### config.mk
export PLATFORM = sky130hd
export DESIGN_NAME = ssd_display_driver
export DESIGN_NICKNAME = d
export VERILOG_FILES = /design/src/rtl/ssd_display_driver_pkg.sv /design/src/rtl/ssd_display_driver_bin_to_bcd_seq.sv /design/src/rtl/ssd_display_driver.sv
export SDC_FILE = /design/constraint.sdc
export NUM_CORES = 1
export LEC_CHECK = 0
export ABC_AREA = 1
export CAP_MARGIN = 25
export CORE_MARGIN = 2
export CORE_UTILIZATION = 60
export DETAILED_ROUTE_END_ITERATION = 8
export DONT_BUFFER_PORTS = 1
export PLACE_DENSITY = 0.76
export SLEW_MARGIN = 10
export SYNTH_ARGS = -nofsm -noshare
export SYNTH_HDL_FRONTEND = slang
export SYNTH_SLANG_ARGS = --single-unit
### constraint.sdc
create_clock -name clk -period 1.55 [get_ports clk]
set_input_delay 0.0775 -clock clk [delete_from_list [all_inputs] [get_ports clk]]
set_output_delay 0.0775 -clock clk [all_outputs]
set_load 0.005 [all_outputs]
### src/rtl/ssd_display_driver_pkg.sv
// Shared constants for the seven-segment driver: active-low segment patterns,
// conversion FSM encodings and the digit-to-segment decoder.
package ssd_display_driver_pkg;

    // Segment order {g,f,e,d,c,b,a}, active low
    localparam logic [6:0] SEG_0     = 7'b1000000;
    localparam logic [6:0] SEG_1     = 7'b1111001;
    localparam logic [6:0] SEG_2     = 7'b0100100;
    localparam logic [6:0] SEG_3     = 7'b0110000;
    localparam logic [6:0] SEG_4     = 7'b0011001;
    localparam logic [6:0] SEG_5     = 7'b0010010;
    localparam logic [6:0] SEG_6     = 7'b0000010;
    localparam logic [6:0] SEG_7     = 7'b1111000;
    localparam logic [6:0] SEG_8     = 7'b0000000;
    localparam logic [6:0] SEG_9     = 7'b0010000;
    localparam logic [6:0] SEG_BLANK = 7'b1111111;

    localparam logic [1:0] S_IDLE  = 2'd0;
    localparam logic [1:0] S_SHIFT = 2'd1;
    localparam logic [1:0] S_DONE  = 2'd2;

    // Non-decimal nibbles show as blank rather than garbage
    function automatic logic [6:0] seg_encode(input logic [3:0] nib);
        logic [6:0] s;
        case (nib)
            4'd0:    s = SEG_0;
            4'd1:    s = SEG_1;
            4'd2:    s = SEG_2;
            4'd3:    s = SEG_3;
            4'd4:    s = SEG_4;
            4'd5:    s = SEG_5;
            4'd6:    s = SEG_6;
            4'd7:    s = SEG_7;
            4'd8:    s = SEG_8;
            4'd9:    s = SEG_9;
            default: s = SEG_BLANK;
        endcase
        return s;
    endfunction

endpackage

### src/rtl/ssd_display_driver_bin_to_bcd_seq.sv
// Sequential double-dabble converter: load, one bit per cycle for WIDTH cycles,
// then a single DONE cycle during which bcd holds the finished result.
module bin_to_bcd_seq
    import ssd_display_driver_pkg::*;
#(
    parameter int WIDTH  = 13,
    parameter int DIGITS = 4
) (
    input  logic                  clk,
    input  logic                  rst,
    input  logic                  start,
    input  logic [WIDTH-1:0]      bin,
    output logic                  busy,
    output logic                  done,
    output logic [4*DIGITS-1:0]   bcd
);

    localparam int CW = $clog2(WIDTH + 1);

    logic [1:0]          state;
    logic [WIDTH-1:0]    shift_reg;
    logic [4*DIGITS-1:0] scratch;
    logic [4*DIGITS-1:0] adj;
    logic [CW-1:0]       bit_cnt;

    always_comb begin
        adj = scratch;
        for (int k = 0; k < DIGITS; k++) begin
            if (scratch[4*k +: 4] >= 4'd5)
                adj[4*k +: 4] = scratch[4*k +: 4] + 4'd3;
        end
    end

    always_ff @(posedge clk or negedge rst) begin
        if (!rst) begin
            state     <= S_IDLE;
            shift_reg <= '0;
            scratch   <= '0;
            bit_cnt   <= '0;
            busy      <= 1'b0;
        end else begin
            case (state)
                S_IDLE: begin
                    if (start) begin
                        shift_reg <= bin;
                        scratch   <= '0;
                        bit_cnt   <= '0;
                        busy      <= 1'b1;
                        state     <= S_SHIFT;
                    end
                end
                S_SHIFT: begin
                    {scratch, shift_reg} <= {adj, shift_reg} << 1;
                    bit_cnt <= bit_cnt + CW'(1);
                    if (bit_cnt == CW'(WIDTH - 1))
                        state <= S_DONE;
                end
                S_DONE: begin
                    busy  <= 1'b0;
                    state <= S_IDLE;
                end
                default: state <= S_IDLE;
            endcase
        end
    end

    assign done = (state == S_DONE);
    assign bcd  = scratch;

endmodule

### src/rtl/ssd_display_driver.sv
// 4-digit common-anode display driver: detects changes on value, converts to
// BCD in the background and scans the last completed result across the digits.
module ssd_display_driver
    import ssd_display_driver_pkg::*;
#(
    parameter int WIDTH        = 13,
    parameter int DIGITS       = 4,
    parameter int REFRESH_BITS = 18,
    parameter int BLANK_ZEROS  = 1
) (
    input  logic                  clk,
    input  logic                  rst,
    input  logic [WIDTH-1:0]      value,
    output logic [DIGITS-1:0]     an,
    output logic [6:0]            seg,
    output logic                  dp,
    output logic                  busy,
    output logic [4*DIGITS-1:0]   bcd_out
);

    logic [WIDTH-1:0]           last_value;
    logic [WIDTH-1:0]           cap_value;
    logic                       conv_busy;
    logic                       conv_done;
    logic                       start;
    logic [4*DIGITS-1:0]        conv_bcd;
    logic [REFRESH_BITS-1:0]    refresh_cnt;
    logic [1:0]                 dsel;
    logic [DIGITS-1:0]          digit_blank;
    logic [DIGITS-1:0][6:0]     digit_seg;

    // Changes arriving mid-conversion are picked up once the engine is idle again
    assign start = !conv_busy && (value != last_value);

    bin_to_bcd_seq #(
        .WIDTH  (WIDTH),
        .DIGITS (DIGITS)
    ) u_conv (
        .clk   (clk),
        .rst   (rst),
        .start (start),
        .bin   (value),
        .busy  (conv_busy),
        .done  (conv_done),
        .bcd   (conv_bcd)
    );

    always_ff @(posedge clk or negedge rst) begin
        if (!rst) begin
            last_value <= '0;
            cap_value  <= '0;
            bcd_out    <= '0;
        end else begin
            if (start)
                cap_value <= value;
            if (conv_done) begin
                bcd_out    <= conv_bcd;
                last_value <= cap_value;
            end
        end
    end

    assign busy = conv_busy;

    for (genvar k = 0; k < DIGITS; k++) begin : g_digit
        if (k == 0) begin : g_lsd
            assign digit_blank[k] = 1'b0;
        end else begin : g_upper
            assign digit_blank[k] = (BLANK_ZEROS != 0) && (bcd_out[4*DIGITS-1:4*k] == '0);
        end
        assign digit_seg[k] = digit_blank[k] ? SEG_BLANK : seg_encode(bcd_out[4*k +: 4]);
    end

    assign dsel = refresh_cnt[REFRESH_BITS-1 -: 2];

    always_ff @(posedge clk or negedge rst) begin
        if (!rst) begin
            refresh_cnt <= '0;
            an          <= '1;
            seg         <= SEG_BLANK;
        end else begin
            refresh_cnt <= refresh_cnt + REFRESH_BITS'(1);
            an          <= ~(DIGITS'(1) << dsel);
            seg         <= digit_seg[dsel];
        end
    end

    assign dp = 1'b1;

endmodule

==> Yosys cells after proc, flatten, opt, wreduce, memory -nomap -nowiden <==
Memory sizes are Yosys's and may differ from the RTL's.
Cells that the tools add are included.
Widths: inputs -> output; s select.
{ "totals": {"regBits": 107, "latchBits": 0, "ram_bits": 0, "romBits": 448, "input_bits": 15, "out_inout_bits": 29, "word_cells": 65, "n_memories": 4} }
{ "memory_table": {"columns": ["name", "depth", "word_bits", "read_ports", "rd_clocked_by_memory_dff", "write_ports", "line_no", "text"], "rows": [
  ["(no name shown)", 16, 7, 1, 0, 0, "ssd_display_driver_pkg.sv:25", "case (nib)"],
  ["(no name shown)", 16, 7, 1, 0, 0, "ssd_display_driver_pkg.sv:25", null],
  ["(no name shown)", 16, 7, 1, 0, 0, "ssd_display_driver_pkg.sv:25", null],
  ["(no name shown)", 16, 7, 1, 0, 0, "ssd_display_driver_pkg.sv:25", null]
]} }
{ "classes": {"addsub": 6, "n_mul": 0, "div_mod_pow": 0, "order_cmp": 5, "n_eq_ne": 6, "shifts": 1, "n_mux": 20, "bitwise_logic": 1, "n_reduce_logical": 11} }
{ "op_table": {"columns": ["operator", "n"], "rows": [
  ["$pmux 16 s2", 1],
  ["$mux 7", 4],
  ["$pmux 13 s2", 1],
  ["$add 18x1->18 const B", 1],
  ["$ge 4x3->1 const B", 4],
  ["$mux 16", 1],
  ["$mux 4", 4],
  ["$bmux 7 s2", 1],
  ["$mux 13", 1],
  ["$ne 13x13->1", 1],
  ["$add 4x2->4 const B", 3],
  ["$logic_not 12->1", 1],
  ["$logic_not 8->1", 1],
  ["$pmux 4 s2", 1],
  ["$reduce_and 2->1", 3],
  ["$add 4x1->4 const B", 1],
  ["$eq 4x4->1 const B", 1],
  ["$logic_not 4->1", 1],
  ["$mux 2", 2],
  ["$not 4->4", 1],
  ["$pmux 2 s2", 1],
  ["$reduce_bool 2->1", 2],
  ["$shl 1x2->4 const A", 1],
  ["$add 3x2->3 const B", 1],
  ["other kinds (11)", 11]
]} }

==> Longest topological paths before layout <==
{ "logic_depth": {"word_depth": 4, "mapped_depth": 12, "depth_no_buf": 11} }

==> Cells and area by module <==
A second synthesis with hierarchy kept.
{ "hier_totals": {"cells_unflattened": 730, "hier_area_um2": 5800.6} }
{ "modules_own_cells": {"columns": ["mod", "instances", "cells_each", "area_each_um2", "seq_area_each_um2"], "rows": [
  ["ssd_display_driver", 1, 489, 3915.0, 1790.5],
  ["bin_to_bcd_seq", 1, 241, 1885.6, 900.9]
]} }

==> Worst setup path after synthesis <==
Ideal clock, no wire load.
{ "synth_timing": {"kind": "flip-flop to flip-flop", "startpoint": "register bcd_out[12]", "endpoint": "register seg[6]", "setup_ps": 64, "arrival_time_ps": 1371, "required_ps": 1486, "slack_ps": 115, "stages_incl_launch_ff": 11, "n_path_buf": 0, "synth_period_minus_slack_ps": 1435, "cell_sequence": "dfrtp_1 > inv_1 > ha_1 > nand3_1 > nor2_1 > inv_1 > nor2_2 > nor2_1 > o21ai_0 > nand2_1 > nand3_1"} }
{ "synth_between": {"elab_chain_len": 4, "elab_cells_between_ends": 9, "classes_between": "5 x mux; 3 x reduce/logical; 1 x memory"} }
{ "synth_lines": {"columns": ["element", "line_no", "text"], "rows": [
  ["start, declared", "ssd_display_driver.sv:18", "output logic [4*DIGITS-1:0] bcd_out"],
  ["start signal, assigned", "ssd_display_driver.sv:57", "bcd_out <= conv_bcd;"],
  ["$mem_v2 16x7 (tied with other cells)", null, null],
  ["$mux 7", "ssd_display_driver.sv:71", "assign digit_seg[k] = digit_blank[k] ? SEG_BLANK : seg_encode(bcd_out[4*k +: 4]);"],
  ["$bmux 7 s2 *", "ssd_display_driver.sv:84", "seg <= digit_seg[dsel];"],
  ["$mux 7 (implied by the code) *", "ssd_display_driver.sv:84", null],
  ["end signal, assigned", "ssd_display_driver.sv:84", null],
  ["end, declared", "ssd_display_driver.sv:15", "output logic [6:0] seg,"]
]} }
Every way passes the cells marked *; elsewhere a longest branch is shown, timed or not. The select of a mux whose other input is x is not followed.
A chain may end at the register's enable or synchronous reset.

==> Final worst setup path <==
{ "layout_timing": {"startpoint": "register last_value[7]", "endpoint": "register cap_value[10]"} }
{ "layout_between": {"elab_chain_len": 2} }
{ "layout_lines": {"columns": ["element", "line_no", "text"], "rows": [
  ["start, declared", "ssd_display_driver.sv:21", "logic [WIDTH-1:0] last_value;"],
  ["start signal, assigned", "ssd_display_driver.sv:58", "last_value <= cap_value;"],
  ["$ne 13x13->1", "ssd_display_driver.sv:33", "assign start = !conv_busy && (value != last_value);"],
  ["$logic_and 1x1->1", "ssd_display_driver.sv:33", null],
  ["end signal, assigned", "ssd_display_driver.sv:55", "cap_value <= value;"],
  ["end, declared", "ssd_display_driver.sv:22", "logic [WIDTH-1:0] cap_value;"]
]} }
Every way passes these cells.

==> run metrics <==
Fin Setup TNS 0 ns; Avg Vias per Cell between 5 and 6; Slew @ Worst Pin 0.5686 ns; Largest register FFs 18; worst clock skew about 0.011 ns; area grow syn2layout 17.35%; root buffer cell clkbuf_8; Hold Vio Cnt, Final 107; cells after synthesis 713; CTS Buffer Depth 2; cell taking the most area after synthesis dfrtp_1; syn_nets 759; max-slew headroom at the worst pin 61.96%; Die Ht 101.7 um; minimum clock period 1.517 ns; vias 4766; Post-synth EDFFs 0; final WL ~12000 um; io pins 44; # port buffers 0; H-tree Lvls 3; Worst EP arrival 1.83 ns; origin of the worst setup path last_value[7]$_DFFE_PN0P_; Rows 35; CORE AREA 9240 um^2; Pwr per Cell Area between 1500 and 2000 nW/um^2; clock sink count 107; RSZ-0062 raised after global routing yes; Post-synth top cells nand2_1, o21ai_0, dfrtp_1, inv_1, nand3_1; Die W 101.7 um; vias in the first global route 4311; WL/cell ~14 um; Ys Warns 0; Nets 802; Synth Register Bits ~110; maxcap violations 0; status finished, violations left; Overflow after GRT 0; clk_lat worst skew 0.38 ns; final setup vio count 0; Initial Utilization 62.03%; RD Place Congestion 0.9026; mapped cell area roughly 5700 um^2; Hold WC Path Type primary input to asynchronous set/reset pin; n_diodes 0; initial antenna violation count 0; Synth cell types 33; number of DRC markers in iteration 0 271; Fmax 659.1 MHz; ys async rst share 100.0%; Leak ~3.4 nW; ys flop type dfrtp_1; drt drc 0; largest net degree at the start of global routing around 110; Top reg by flops refresh_cnt; fill count roughly 680; antenna-violating nets left 0; Post-Place Cell Area around 6000 um^2; CTS Hold Bufs 13; die area between 10000 and 15000 um^2; hold slack final -0.6159 ns; critical-path maximum fanout 6; DPL Wire Length 7943 um; DR pass1 iterations 5; Max rail drop VDD approximately 0.001 V; CP Class register to register; total CTS buffers 9; post-route cell area 6726 um^2; aggregate global-route resource usage about a quarter; Setup crit start kind register; top cell type's share of synthesized area a little over two fifths; CTS tree done; RR Startpoint last_value[7]$_DFFE_PN0P_; WP data required between 1.5 and 2 ns; violated checks negative hold slack; first-pass GRT wire length approximately 20000 um; CP Capture Type register; Final period util between 90% and 100%; sequential share of the synthesized area 46.95%; Worst-path clk slew 0.10 ns; Synth area leaders dfrtp_1, nand2_1, o21ai_0, ha_1, inv_1; Pins Over Slew Limit 0; average size of a mapped cell 8.039 um^2; count leader, synth nand2_1; layout cell share with drive strength beyond 1 about 18%
==> cells in the final DEF (no fill, tap or decap), drive strengths merged, types with 16 or more instances in the layout <==
cell type / n
xor2: 16
nand3: 60
inv: 92
a21oi: 23
ha: 31
buf: 37
dfrtp: 96
nor2: 34
nand2: 199
o21ai: 99
==> report_power, final <==
part,switching (mW),internal (mW),leakage (nW)
sequential,0.742,3.81,1.33
combinational,3.35,2.36,1.92
clock,0.960,1.17,0.126
==> cells by family (layout without fill, tap and decap cells) <==
family | Yosys count | count (layout) | synth area share, %
other | 1 | 1 | 0.06543
flip-flops | 107 | 107 | 46.95
adder cells (fa/ha/maj) | 31 | 31 | 6.767
buffers and inverters | 111 | 159 | 7.793
AO/OA/AOI/OAI | 132 | 132 | 11.92
XOR/XNOR | 20 | 20 | 3.056
AND/OR/NAND/NOR | 311 | 311 | 23.44
==> per-layer routing <==
layer  GRT usage, %  share of wire (%)  vias to the layer above
met5              0                  0                        -
met4          7.900                2.0                        0
met3          4.831                4.6                       28
met2          38.51                 49                      120
met1          32.23                 45                     2245
li1               -                  -                     2373
==> critical path: stages (launching register included) <==
cell	delay, ns
dfrtp_1	0.37
inv_1	0.05
nand2_1	0.06
nand2_1	0.05
nor2_1	0.13
nand2_1	0.07
nor2_1	0.14
nand2_2	0.12
nand2_4	0.16
clkbuf_16	0.18
nand2_2	0.04
o21ai_1	0.07
==> final timing paths <==
| check | to | slack (ns) | depth (start not counted) |
|---|---|---|---|
| max in group asynchronous | seg[4]$_DFF_PN1_ | 1.95 | 0 |
| min | last_value[3]$_DFFE_PN0P_ | -0.62 | 0 |
| max reg2reg | cap_value[10]$_DFFE_PN0P_ | 0.03 | 11 |
| min reg2reg | last_value[2]$_DFFE_PN0P_ | 0.50 | 2 |
| min in group clk | cap_value[0]$_DFFE_PN0P_ | 0.34 | 7 |
| max | cap_value[10]$_DFFE_PN0P_ | 0.03 | 11 |
==> repair_timing <==
action,in CTS,in global routing
pin swaps,1,6
gates resized for setup,0,77
setup endpoints to repair,3,55
buffers inserted,2,8
endpoints found under the hold margin,128,107
gates cloned,0,3
==> final cells by class <==
cell class / count / area [um^2] / share of cell area [%]
Clock buffer: 11 / 151.4 / 2.251
Clock inverter: 5 / 106.4 / 1.581
Inverter: 91 / 341.6 / 5.078
Multi-Input combinational cell: 495 / 2768 / 41.15
Sequential cell: 107 / 2693 / 40.03
Tap cell: 129 / 161.4 / 2.400
Timing Repair Buffer: 52 / 505.5 / 7.515
==> through the flow <==
stage	total power, mW	util (%)	instances	setup slack [ns]	hold WS, ns
after global routing	13.46	72.80	890	-0.07663	-0.6438
after CTS	11.63	69.38	879	0.01329	-0.6368
after global placement	9.161	65.02	848	0.06300	-0.2156
final	12.39	72.80	890	0.03267	-0.6159
after detailed placement	9.399	65.02	848	0.005223	-0.2156
after floorplan	8.053	-	713	0.1153	-0.2181
Power figures use the tool's default switching activity.
